--- src/rtl/sap_pkg.sv ---
// Shared SAP-1+ definitions: default widths, opcodes and control-word bit positions
// so the sequencer and the datapath agree on one encoding.
package sap_pkg;

  localparam int unsigned DEFAULT_DATA_WIDTH = 16;
  localparam int unsigned DEFAULT_ADDR_WIDTH = 4;
  localparam int unsigned CTRL_WIDTH         = 16;

  localparam int unsigned CTRL_HLT     = 15;
  localparam int unsigned CTRL_MAR_IN  = 14;
  localparam int unsigned CTRL_RAM_IN  = 13;
  localparam int unsigned CTRL_RAM_OUT = 12;
  localparam int unsigned CTRL_IR_OUT  = 11;
  localparam int unsigned CTRL_IR_IN   = 10;
  localparam int unsigned CTRL_A_IN    = 9;
  localparam int unsigned CTRL_A_OUT   = 8;
  localparam int unsigned CTRL_ALU_OUT = 7;
  localparam int unsigned CTRL_ALU_SUB = 6;
  localparam int unsigned CTRL_B_IN    = 5;
  localparam int unsigned CTRL_OUT_IN  = 4;
  localparam int unsigned CTRL_PC_INC  = 3;
  localparam int unsigned CTRL_PC_OUT  = 2;
  localparam int unsigned CTRL_PC_JUMP = 1;
  localparam int unsigned CTRL_FR_IN   = 0;

  typedef enum logic [7:0] {
    OpNop = 8'h00,
    OpLda = 8'h01,
    OpAdd = 8'h02,
    OpSub = 8'h03,
    OpSta = 8'h04,
    OpLdi = 8'h05,
    OpJmp = 8'h06,
    OpJc  = 8'h07,
    OpJz  = 8'h08,
    OpOut = 8'h0E,
    OpHlt = 8'h0F
  } opcode_e;

  function automatic opcode_e opcode_of(logic [DEFAULT_DATA_WIDTH-1:0] instr);
    return opcode_e'(instr[15:8]);
  endfunction

endpackage

--- src/rtl/sap_ram.sv ---
// Program/data RAM: one synchronous write port shared by the bus and the host loader,
// asynchronous read at the memory address register.
module sap_ram
  import sap_pkg::*;
#(
  parameter int unsigned DATA_WIDTH = DEFAULT_DATA_WIDTH,
  parameter int unsigned ADDR_WIDTH = DEFAULT_ADDR_WIDTH
) (
  input  logic                  i_clock,
  input  logic                  i_load_en,
  input  logic                  i_load_we,
  input  logic [ADDR_WIDTH-1:0] i_load_addr,
  input  logic [DATA_WIDTH-1:0] i_load_data,
  input  logic                  i_bus_we,
  input  logic [DATA_WIDTH-1:0] i_bus_data,
  input  logic [ADDR_WIDTH-1:0] i_address,
  output logic [DATA_WIDTH-1:0] o_read_data
);

  localparam int unsigned DEPTH = 2 ** ADDR_WIDTH;

  logic [DATA_WIDTH-1:0] mem [DEPTH];
  logic                  write_en;
  logic [ADDR_WIDTH-1:0] write_addr;
  logic [DATA_WIDTH-1:0] write_data;

  // Host loader owns the port outright while load mode is on.
  always_comb begin
    if (i_load_en) begin
      write_en   = i_load_we;
      write_addr = i_load_addr;
      write_data = i_load_data;
    end else begin
      write_en   = i_bus_we;
      write_addr = i_address;
      write_data = i_bus_data;
    end
  end

  always_ff @(posedge i_clock) begin
    if (write_en) begin
      mem[write_addr] <= write_data;
    end
  end

  assign o_read_data = mem[i_address];

endmodule

--- src/rtl/sap_datapath.sv ---
// SAP-1+ datapath: executes per-cycle control strobes on a shared bus joining RAM, MAR,
// PC, IR, A, B, ALU, flags and the output register.
module sap_datapath
  import sap_pkg::*;
#(
  parameter int unsigned DATA_WIDTH = DEFAULT_DATA_WIDTH,
  parameter int unsigned ADDR_WIDTH = DEFAULT_ADDR_WIDTH
) (
  input  logic                  i_clock,
  input  logic                  i_reset,
  input  logic                  i_halt,
  input  logic                  i_memory_address_in,
  input  logic                  i_ram_in,
  input  logic                  i_ram_out,
  input  logic                  i_instruction_in,
  input  logic                  i_instruction_out,
  input  logic                  i_register_a_in,
  input  logic                  i_register_a_out,
  input  logic                  i_alu_out,
  input  logic                  i_alu_subtract,
  input  logic                  i_register_b_in,
  input  logic                  i_register_output_in,
  input  logic                  i_pc_increment,
  input  logic                  i_pc_out,
  input  logic                  i_pc_jump,
  input  logic                  i_register_flags_in,
  input  logic                  i_load_en,
  input  logic                  i_load_we,
  input  logic [ADDR_WIDTH-1:0] i_load_addr,
  input  logic [DATA_WIDTH-1:0] i_load_data,
  output logic [DATA_WIDTH-1:0] o_instruction,
  output logic                  o_flag_overflow,
  output logic                  o_flag_zero,
  output logic [DATA_WIDTH-1:0] o_output,
  output logic [ADDR_WIDTH-1:0] o_pc,
  output logic [DATA_WIDTH-1:0] o_bus,
  output logic                  o_bus_conflict
);

  logic [DATA_WIDTH-1:0] a_q, b_q, ir_q, out_q;
  logic [ADDR_WIDTH-1:0] mar_q, pc_q;
  logic                  carry_q, zero_q, conflict_q;

  logic [DATA_WIDTH-1:0] bus, ram_rdata, pc_drive, ir_drive;
  logic [DATA_WIDTH-1:0] alu_b, alu_result;
  logic [DATA_WIDTH:0]   alu_sum;
  logic [2:0]            n_drivers;
  logic                  active;

  assign active = !i_load_en && !i_halt;

  sap_ram #(
    .DATA_WIDTH(DATA_WIDTH),
    .ADDR_WIDTH(ADDR_WIDTH)
  ) u_ram (
    .i_clock     (i_clock),
    .i_load_en   (i_load_en),
    .i_load_we   (i_load_we),
    .i_load_addr (i_load_addr),
    .i_load_data (i_load_data),
    .i_bus_we    (i_ram_in && !i_halt),
    .i_bus_data  (bus),
    .i_address   (mar_q),
    .o_read_data (ram_rdata)
  );

  // Subtract is A + ~B + 1, so carry-out set means no borrow.
  assign alu_b      = i_alu_subtract ? ~b_q : b_q;
  assign alu_sum    = {1'b0, a_q} + {1'b0, alu_b} + {{DATA_WIDTH{1'b0}}, i_alu_subtract};
  assign alu_result = alu_sum[DATA_WIDTH-1:0];

  always_comb begin
    pc_drive                 = '0;
    pc_drive[ADDR_WIDTH-1:0] = pc_q;
    ir_drive                 = '0;
    ir_drive[7:0]            = ir_q[7:0];
  end

  always_comb begin
    bus = '0;
    if (i_pc_out) begin
      bus = pc_drive;
    end else if (i_instruction_out) begin
      bus = ir_drive;
    end else if (i_ram_out) begin
      bus = ram_rdata;
    end else if (i_register_a_out) begin
      bus = a_q;
    end else if (i_alu_out) begin
      bus = alu_result;
    end
  end

  assign n_drivers = 3'(i_pc_out) + 3'(i_instruction_out) + 3'(i_ram_out) +
                     3'(i_register_a_out) + 3'(i_alu_out);

  always_ff @(posedge i_clock or posedge i_reset) begin
    if (i_reset) begin
      a_q        <= '0;
      b_q        <= '0;
      ir_q       <= '0;
      out_q      <= '0;
      mar_q      <= '0;
      pc_q       <= '0;
      carry_q    <= 1'b0;
      zero_q     <= 1'b0;
      conflict_q <= 1'b0;
    end else if (active) begin
      if (i_memory_address_in)  mar_q <= bus[ADDR_WIDTH-1:0];
      if (i_instruction_in)     ir_q  <= bus;
      if (i_register_a_in)      a_q   <= bus;
      if (i_register_b_in)      b_q   <= bus;
      if (i_register_output_in) out_q <= bus;
      if (i_pc_jump) begin
        pc_q <= bus[ADDR_WIDTH-1:0];
      end else if (i_pc_increment) begin
        pc_q <= pc_q + 1'b1;
      end
      if (i_register_flags_in) begin
        carry_q <= alu_sum[DATA_WIDTH];
        zero_q  <= (alu_result == '0);
      end
      if (n_drivers > 3'd1) conflict_q <= 1'b1;
    end
  end

  assign o_instruction   = ir_q;
  assign o_flag_overflow = carry_q;
  assign o_flag_zero     = zero_q;
  assign o_output        = out_q;
  assign o_pc            = pc_q;
  assign o_bus           = bus;
  assign o_bus_conflict  = conflict_q;

endmodule

--- config.mk ---
export PLATFORM = sky130hd
export DESIGN_NAME = sap_datapath
export DESIGN_NICKNAME = d
export VERILOG_FILES = /design/src/rtl/sap_pkg.sv /design/src/rtl/sap_ram.sv /design/src/rtl/sap_datapath.sv
export SDC_FILE = /design/constraint.sdc
export NUM_CORES = 1
export LEC_CHECK = 0
export CAP_MARGIN = 20
export CORE_ASPECT_RATIO = 0.5
export CORE_MARGIN = 2
export CORE_UTILIZATION = 50
export DETAILED_ROUTE_END_ITERATION = 10
export PLACE_DENSITY = 0.66
export SYNTH_ARGS = -nofsm -noshare
export SYNTH_HDL_FRONTEND = slang
export SYNTH_SLANG_ARGS = --single-unit
--- constraint.sdc ---
create_clock -name i_clock -period 5 [get_ports i_clock]
set_clock_uncertainty 0.1 [all_clocks]
set_input_delay 1 -clock i_clock [delete_from_list [all_inputs] [get_ports i_clock]]
set_output_delay 1 -clock i_clock [all_outputs]
set_load 0.02 [all_outputs]
Yosys cells after proc, flatten, opt, wreduce, memory -nomap -nowiden

Memories as Yosys holds them, arrays and structs flattened.
Cells that the tools add are included.

Register bits after elaboration: 75
Latch bits: 0
Bits in writable memories: 256
ROM bits: 0
Bits of input ports: 40
Output and inout bits: 55
Logic and storage cells: 46
Memories: 1

Add/subtract/negate cells: 7
Multiply operators: 0
Div/mod/pow operators: 0
$lt $le $gt $ge: 1
Equal/unequal tests: 0
Shifts and indexed selects: 0
Muxes and demuxes: 13
Bitwise gates (word level): 1
Reduce and logical (&&, ||, !) cells: 14

Memories:

| memory    | words | width | rd ports | clocked after memory_dff | write ports | RTL line      | source |
|---|---|---|---|---|---|---|---|
| u_ram.mem | 16    | 16    | 1        | 0                        | 1           | sap_ram.sv:22 | `logic [DATA_WIDTH-1:0] mem [DEPTH];` |

Operator list:

| cell                                               | number |
|---|---|
| 2-to-1 mux 16 bit                                  | 7 |
| adder 16 x 16 -> 17 bit                            | 1 |
| adder 17 x 1 -> 17 bit                             | 1 |
| logical NOT 16 bit                                 | 1 |
| NOT 16 bit                                         | 1 |
| AND reduction 2 bit                                | 8 |
| 2-to-1 mux 4 bit                                   | 3 |
| adder 3 x 1 -> 3 bit                               | 2 |
| adder 4 x 1 -> 4 bit, second input constant        | 1 |
| adder 2 x 1 -> 3 bit                               | 1 |
| > comparator 3 x 1 -> 1 bit, second input constant | 1 |
| 2-to-1 mux 1 bit                                   | 3 |
| adder 1 x 1 -> 2 bit                               | 1 |
| logical AND 1 bit                                  | 2 |
| logical NOT 1 bit                                  | 2 |
| nonzero test 2 bit                                 | 1 |

Logic depth before layout (Yosys ltp)

Gate-level depths: netlist of run 1.

Depth after elaboration: 10
Mapped depth: 12
Gate-level depth less buffers: 9

By module

Synthesis of run 1 repeated with hierarchy kept, for this count alone.

Cell total of the unflattened synthesis: 1021
Area, all modules: 14865.5 µm²

Modules (own cells, without submodules):

| module       | instances | cells an instance | area an instance (µm²) | sequential area each (µm²) |
|---|---|---|---|---|
| sap_ram      | 1         | 503               | 10284.9                | 7687.4 |
| sap_datapath | 1         | 518               | 4580.6                 | 1876.8 |

Worst setup path after synthesis of run 1

Ideal clock, no wire load.

Path type: input to output
Start: in i_alu_subtract
End: out o_bus[5]
Data arrival time: 3750 ps
Required time: 3900 ps
Setup slack: 150 ps
Stages: 12
Buffers on the path: 3
Cells stage by stage: buf_6 > clkbuf_1 > xor2_1 > ha_1 > buf_4 > a21o_1 > a21oi_1 > o21ai_0 > xor2_1 > a221oi_1 > or4_1 > inv_1

Longest elaborated chain between the ends: 8

Ends and longest elaborated chain:

| what                     | RTL line           | source |
|---|---|---|
| start, declared          | sap_datapath.sv:20 | `input logic i_alu_subtract,` |
| 2-to-1 mux 16 bit        | sap_datapath.sv:68 | `assign alu_b = i_alu_subtract ? ~b_q : b_q;` |
| adder 16 x 16 -> 17 bit  | sap_datapath.sv:69 | `assign alu_sum = {1'b0, a_q} + {1'b0, alu_b} + {{DATA_WIDTH{1'b0}}, i_alu_subtract};` |
| adder 17 x 1 -> 17 bit * | sap_datapath.sv:69 |  |
| 2-to-1 mux 16 bit *      | sap_datapath.sv:89 | `end else if (i_alu_out) begin` |
| 2-to-1 mux 16 bit *      | sap_datapath.sv:87 | `end else if (i_register_a_out) begin` |
| 2-to-1 mux 16 bit *      | sap_datapath.sv:85 | `end else if (i_ram_out) begin` |
| 2-to-1 mux 16 bit *      | sap_datapath.sv:83 | `end else if (i_instruction_out) begin` |
| 2-to-1 mux 16 bit *      | sap_datapath.sv:81 | `if (i_pc_out) begin` |
| end, declared            | sap_datapath.sv:36 | `output logic [DATA_WIDTH-1:0] o_bus,` |

Mark *: on every way between the ends. The rest lies on a longest branch, timed or not.

Worst setup path after layout of run 1

Start: in i_alu_subtract
End: out o_bus[13]

Same word-level chain as after synthesis.

==> results.py, run 1 <==
metrics = {
    "run_status": {
        "outcome": "completed",
    },
    "layout": {
        "fin_area_um2": 18000,
        "n_antenna_cell": 0,
        "utilization_pct": 62.5,
        "final_common_cell": "edfxtp_1",
        "stdcell_count": 1566,
        "fillers": 2091,
        "ff_latch_area_um2": 9570,
        "multi_input_comb_area_um2": 4730,
        "layout_common_cells": "256 x edfxtp_1, 130 x buf_4, 120 x nand2_1",
        "nets": 1212,
        "areaGrowthSynthToFinish_pct": 23.6,
        "drive_gt1_share_pct": 27.8,
    },
    "pwr": {
        "pwr-share-comb_pct": 27.1,
        "internal_power_mw": 5.67,
        "peakVddDrop_mv": 0.303,
        "p_sw_mw": 2.33,
        "power_mw": 8.00,
        "p_per_area_nw_per_um2": 444,
        "power.leakage_nw": 6.67,
        "switching_share_pct": 29.1,
        "power_frac_seq_pct": 41.9,
        "p_clk_share_pct": 31.1,
    },
    "cts": {
        "root_buffer": "clkbuf_16",
        "cts.htree.levels": 1,
        "cts_sinks": 331,
        "cts_made_buffers": 29,
        "cts_buffer_depth": 3,
        "clk_latency_ns": 0.57,
        "path_clk_slew_ns": 0.07,
        "cts_tree": "done",
    },
    "synthesis": {
        "syn_nets": 1004,
        "async_reset_ff_share_pct": 22.7,
        "syn_area_um2": 14500,
        "synth_edf_count": 256,
        "synthCells": 944,
        "ys_types": 77,
        "syn_area_per_cell_um2": 15.4,
        "synth_ff_type": "edfxtp_1",
        "yosysWarnings": 0,
        "synth.ff_latch_count": 331,
        "ys_seq_area_share_pct": 65.7,
    },
    "routing": {
        "drtIter0Drc": 784,
        "dr.pass1.iters": 5,
        "wl_per_cell_um": 23.3,
        "via_per_inst": 5.79,
        "postRouteAntennaNets": 0,
        "drt_wl_total_mm": 36.5,
        "drc_errors": 0,
        "vias": 9066,
    },
    "worst_hold_path": {
        "hold_class": "flip-flop to flip-flop",
    },
    "timing": {
        "period_minus_slack_ns": 4.94,
        "hold_ws_ns": 0.389,
        "max_freq_mhz": 203,
        "setup_tns_ns": 0,
        "rsz0062_at_grt": "true",
        "slew_headroom_pct": 30.6,
        "finalCritPeriodShare_pct": 98.7,
        "fin_ws_ns": 0.0636,
        "drv_slew": 0,
        "setup_viol": 0,
        "worst_slew_pin_slew_ns": 1.04,
        "hold_violations": 0,
    },
    "worst_setup_path": {
        "crit_type": "input pin to output pin",
        "cp_max_fo": 6,
        "crit_path_end_kind": "output pin",
        "cp-start-kind": "input pin",
        "path_delay_family": "buffers and inverters",
        "crit_slowest_cell": "or4_4",
        "critPathBufInv": 5,
        "crit_arrival_ns": 3.84,
        "path_cells": "clkdlybuf4s15_1 > buf_6 > xor2_1 > ha_2 > o211a_1 > a211oi_1 > buf_4 > a2111oi_4 > or4_4 > a31oi_4 > o21ai_2 > inv_1 > clkdlybuf4s15_1",
        "worstPathRequired_ns": 3.90,
        "path_common_cell": "clkdlybuf4s15_1",
        "ff2ff_setup_slack_ns": 1.56,
        "cpPeakStageDelay_ns": 0.52,
    },
    "placement": {
        "io_buffers": 94,
        "place_ws_ns": -0.576,
        "finalWeightedCongestion": 0.885,
        "dp.cells": 1506,
        "dpl_cell_area_um2": 16700,
        "dp_hpwl_mm": 25.1,
    },
    "floorplanning": {
        "dieArea_um2": 30600,
        "initial_core_util_pct": 50.5,
        "coreArea_um2": 28800,
        "ioPinCount": 95,
        "num_rows": 44,
        "die-height_um": 125,
        "die_width_um": 245,
    },
    "grt": {
        "grt_pass1_wl_mm": 55.7,
        "grt_pass1_vias": 9176,
        "track_usage_pct": 24.3,
        "overflow": 0,
        "grt_antenna_before_repair": 0,
        "grt_start_max_net_pins": 47,
    },
    "flow_run": {
        "maxCapViolCount": 0,
    },
}
==> layer usage <==
layer	GRT usage, %	vias up	part of all wire, %
li1	-	4092	-
met3	4.50	40	6.1
met4	5.56	0	2.1
met1	35.5	4680	45
met5	0	-	0
met2	38.4	254	47
==> flip-flops by register name, summed over array words and instances (netlist names) <==
name,count
a_q,16
b_q,16
mar_q,4
o_bus_conflict,1
o_flag_overflow,1
o_flag_zero,1
o_instruction,16
o_output,16
o_pc,4
u_ram.mem,256
==> logic make-up (layout without fill, tap and decap cells) <==
family | count (synthesis) | count (layout) | synth area share (%)
DFF | 331 | 331 | 65.7
AOI/OAI and AO/OA | 205 | 205 | 9.59
and+or+nand+nor | 202 | 202 | 6.15
muxes | 85 | 85 | 12.9
buffers and inverters | 80 | 311 | 2.53
xor gates and xnor gates | 21 | 21 | 1.26
adders and majority gates | 20 | 20 | 1.82
==> synthesized netlist by cell type, types with 3 or more instances <==
cell type  count  area share [%]
a21oi_1       26            0.89
nor4_1         5            0.21
inv_1         26            0.67
a21o_1         6            0.31
nand2b_1       3            0.13
dfrtp_1       75              13
a31oi_1        6            0.26
o21a_1         6            0.31
buf_1          6            0.15
o21ai_1       40             1.4
o211ai_2       7            0.60
o21ai_2       11            0.66
nor2_1        32            0.83
buf_6          6            0.46
o22ai_1        4            0.17
nand3_1        9            0.31
xor2_1        19             1.1
nand2_1      120             3.1
a221oi_1       3            0.18
nor3_1         9            0.31
a211oi_1       3            0.15
nor3b_1        3            0.15
mux4_2        78              12
ha_1          18             1.5
clkbuf_1      33            0.85
nand3b_1       3            0.15
o211ai_1       3            0.15
buf_2          6            0.21
edfxtp_1     256              53
nand4_1        3            0.13
o21ai_0       50             1.7
o31ai_1       10            0.52
or2_2          4            0.17
==> final cells by class <==
cell class	count	area share, %
flip-flops and latches	331	53.2
multi-input cells	533	26.3
well taps	391	2.72
repair buffers	230	11.2
clock buffers	36	4.64
inverters	27	0.563
clock inverters	18	1.38
==> worst register-to-register path, delay by kind of cell (launching register included) <==
kind / cells / cell delay [ns]
AO/OA/AOI/OAI: 5 / 1.37
buffers and inverters: 2 / 0.46
flip-flops: 1 / 0.45
adder cells (fa/ha/maj): 1 / 0.39
multiplexers: 1 / 0.35
AND/OR/NAND/NOR: 1 / 0.15
==> path summary, 6_finish.rpt <==
kind	start	endpoint	cells past startpoint
worst max-delay path	i_alu_subtract	o_bus[13]	13
worst max register to register	b_q[0]$_DFFE_PP0P_	u_ram.mem[0][4]$_DFFE_PP_	10
worst min register to register	o_output[7]$_DFFE_PP0P_	o_output[7]$_DFFE_PP0P_	2
worst min-delay path	o_output[7]$_DFFE_PP0P_	o_output[7]$_DFFE_PP0P_	2
min in group asynchronous	i_reset	a_q[14]$_DFFE_PP0P_	2
max in group asynchronous	i_reset	a_q[9]$_DFFE_PP0P_	3
==> what timing repair did <==
item / 4_1_cts / 5_1_grt
gates resized for setup: 34 / 16
endpoints found under the hold margin: 0 / 0
pin swaps: 6 / 5
hold buffers: 0 / 0
setup buffers: 0 / 2
setup endpoints to repair: 13 / 13
gates cloned: 1 / 0
==> power groups by stage <==
| stage | clock [mW] | sequential (mW) | combinational, mW |
|---|---|---|---|
| after floorplan | 0 | 3.37 | 1.24 |
| after global placement | 0 | 3.41 | 2.02 |
| after detailed placement | 0 | 3.42 | 2.05 |
| after CTS | 2.52 | 3.36 | 2.09 |
| after global routing | 2.63 | 3.37 | 2.33 |
| final | 2.48 | 3.35 | 2.16 |
No activity file was read; power rests on OpenSTA's default activity.
==> run 2: changes to the inputs <==
Settings changed: CTS_CLUSTER_SIZE set to 16, SLEW_MARGIN set to 25.
Clock period 5 ns to 4.75 ns, I/O delays scaled along.
==> run 2 against run 1 <==
  * Setup slack improved by 0.047 ns
  * Via count increased by 1.6%
  * Critical path depth up 1
  * Register-to-register slack got worse by 0.42 ns
  * Sequential cell count stayed put
  * Non-clock buffer count is 9 higher
  * Wire length fell by 0.20%
  * Power is 3.2% higher
  * Worst hold slack worse by 0.0059 ns
  * Global-route usage up 0.10 points
  * Sequential power grew 6%
  * Count of clock-buffer cells in the layout unchanged
  * Largest cell class unchanged
==> results.py, run 2 (synthesis gave the netlist of run 1 again) <==
metrics = {
    "run_status": {
        "outcome": "completed",
    },
    "layout": {
        "nets": 1221,
        "ff_latch_area_um2": 9570,
        "n_antenna_cell": 0,
        "layout_common_cells": "256 x edfxtp_1, 142 x buf_4, 119 x nand2_1",
        "fillers": 2109,
        "top_register": "u_ram.mem",
        "largest_reg_flops": 256,
        "fin_area_um2": 18000,
        "areaGrowthSynthToFinish_pct": 23.6,
        "final_common_cell": "edfxtp_1",
        "drive_gt1_share_pct": 28.3,
        "multi_input_comb_area_um2": 4780,
    },
    "worst_setup_path": {
        "crit_path_end_kind": "output pin",
        "crit_type": "input pin to output pin",
        "cpPeakStageDelay_ns": 0.57,
        "reg2reg_depth": 13,
        "cp_max_fo": 5,
        "path_cells": "buf_6 > buf_12 > xor2_1 > ha_1 > buf_4 > nand4_1 > or4b_4 > a311oi_4 > buf_4 > o31a_1 > o31ai_2 > o211ai_2 > inv_1 > buf_6",
        "crit_slowest_cell": "or4b_4",
        "worstPathRequired_ns": 3.70,
        "cp-start-kind": "input pin",
        "crit_arrival_ns": 3.59,
    },
    "pwr": {
        "internal_power_mw": 5.84,
        "p_sw_mw": 2.41,
        "pwr-share-comb_pct": 27.9,
        "peakVddDrop_mv": 0.287,
        "power_frac_seq_pct": 42.9,
        "power.leakage_nw": 6.65,
        "p_clk_share_pct": 29.2,
        "p_per_area_nw_per_um2": 459,
        "switching_share_pct": 29.2,
    },
    "flow_run": {
        "maxCapViolCount": 0,
    },
    "cts": {
        "root_buffer": "clkbuf_16",
        "clk_latency_ns": 0.58,
        "cts_made_buffers": 29,
        "path_clk_slew_ns": 0.06,
        "cts_buffer_depth": 3,
        "cts_sinks": 331,
        "cts.htree.levels": 1,
        "hold_buffers": 0,
        "cts_tree": "done",
    },
    "routing": {
        "vias": 9210,
        "wl_per_cell_um": 23.1,
        "drt_wl_total_mm": 36.4,
        "drc_errors": 0,
        "via_per_inst": 5.85,
        "postRouteAntennaNets": 0,
        "drtIter0Drc": 891,
        "dr.pass1.iters": 5,
    },
    "timing": {
        "hold_violations": 0,
        "hold_ws_ns": 0.383,
        "worst_slew_pin_slew_ns": 0.945,
        "slew_headroom_pct": 36.8,
        "period_minus_slack_ns": 4.64,
        "max_freq_mhz": 216,
        "finalCritPeriodShare_pct": 97.7,
        "drv_slew": 0,
        "setup_viol": 0,
    },
    "floorplanning": {
        "dieArea_um2": 30600,
        "initial_core_util_pct": 50.5,
        "ioPinCount": 95,
        "num_rows": 44,
        "coreArea_um2": 28800,
        "die-height_um": 125,
        "die_width_um": 245,
    },
    "placement": {
        "dpl_cell_area_um2": 16800,
        "io_buffers": 94,
        "dp_hpwl_mm": 24.8,
        "finalWeightedCongestion": 0.918,
    },
    "grt": {
        "grt_start_max_net_pins": 51,
        "grt_pass1_vias": 9294,
        "grt_antenna_before_repair": 0,
        "grt_pass1_wl_mm": 56.2,
        "track_usage_pct": 24.4,
        "overflow": 0,
    },
    "worst_hold_path": {
        "hold_class": "flip-flop to flip-flop",
        "holdPathStages": 2,
    },
}
==> run 2: worst paths after layout <==
path                                                from                          to  slack [ns]
worst max-delay path                      i_alu_subtract                   o_bus[14]        0.11
worst min-delay path            o_output[10]$_DFFE_PP0P_    o_output[10]$_DFFE_PP0P_        0.38
worst max register to register        b_q[0]$_DFFE_PP0P_  u_ram.mem[5][14]$_DFFE_PP_        1.14
max in group asynchronous                        i_reset        mar_q[0]$_DFFE_PP0P_        2.78
min in group asynchronous                        i_reset     o_flag_zero$_DFFE_PP0P_        0.64
worst min register to register  o_output[10]$_DFFE_PP0P_    o_output[10]$_DFFE_PP0P_        0.38
==> run 2: metal layers <==
metal / wire length [um] / share of wire (%) / global-route usage [%]
met1: 16600 / 46 / 36.8
met2: 16700 / 46 / 37.3
met3: 2290 / 6.3 / 4.57
met4: 789 / 2.2 / 5.56
met5: 0 / 0 / 0
==> run 2: what timing repair did <==
action                     CTS  global route
setup buffers                5             7
cloned                       1             0
pin swaps                   16            15
gates resized for setup     48            19
setup endpoints to repair   15             8
==> run 2: cell type report <==
| type | instances | share of cell area [%] |
|---|---|---|
| multi-input combinational | 533 | 26.6 |
| clock inverter | 18 | 1.07 |
| sequential | 331 | 53.2 |
| inverter | 27 | 0.563 |
| timing repair buffer | 239 | 11.6 |
| tap | 391 | 2.72 |
| clock buffer | 36 | 4.29 |
==> run 2: critical path: cells and delay by family <==
family / cells / cell delay (ns)
xor gates and xnor gates: 1 / 0.14
buffers and inverters: 6 / 0.75
AOI/OAI and AO/OA: 4 / 0.72
adders and majority gates: 1 / 0.32
and+or+nand+nor: 2 / 0.70
==> run 2: power by group through the flow <==
stage               clock network, mW  registers (mW)  logic [mW]
global placement                    0            3.59        2.15
detailed placement                  0            3.60        2.18
floorplan                           0            3.54        1.30
global route                     2.58            3.56        2.47
CTS                              2.46            3.54        2.24
finish                           2.41            3.54        2.30
==> run 2: per-stage QoR <==
step	setup WS, ns	instances	util, %	power [mW]	TNS, ns
3_5_place_dp	-0.679	1508	58.2	5.78	-6.30
4_1_cts	0.00492	1568	62.0	8.24	0
5_1_grt	-0.0165	1575	62.5	8.62	-0.0165
3_3_place_gp	-0.637	1508	58.2	5.74	-7.69
6_report	0.111	1575	62.5	8.25	0
2_1_floorplan	0.172	944	-	4.85	0
==> run 3: changes to the inputs <==
Settings changed: GPL_TIMING_DRIVEN set to 1.
==> results of run 3 <==
No change in the layout: final DEF, timing and power equal those of run 2.
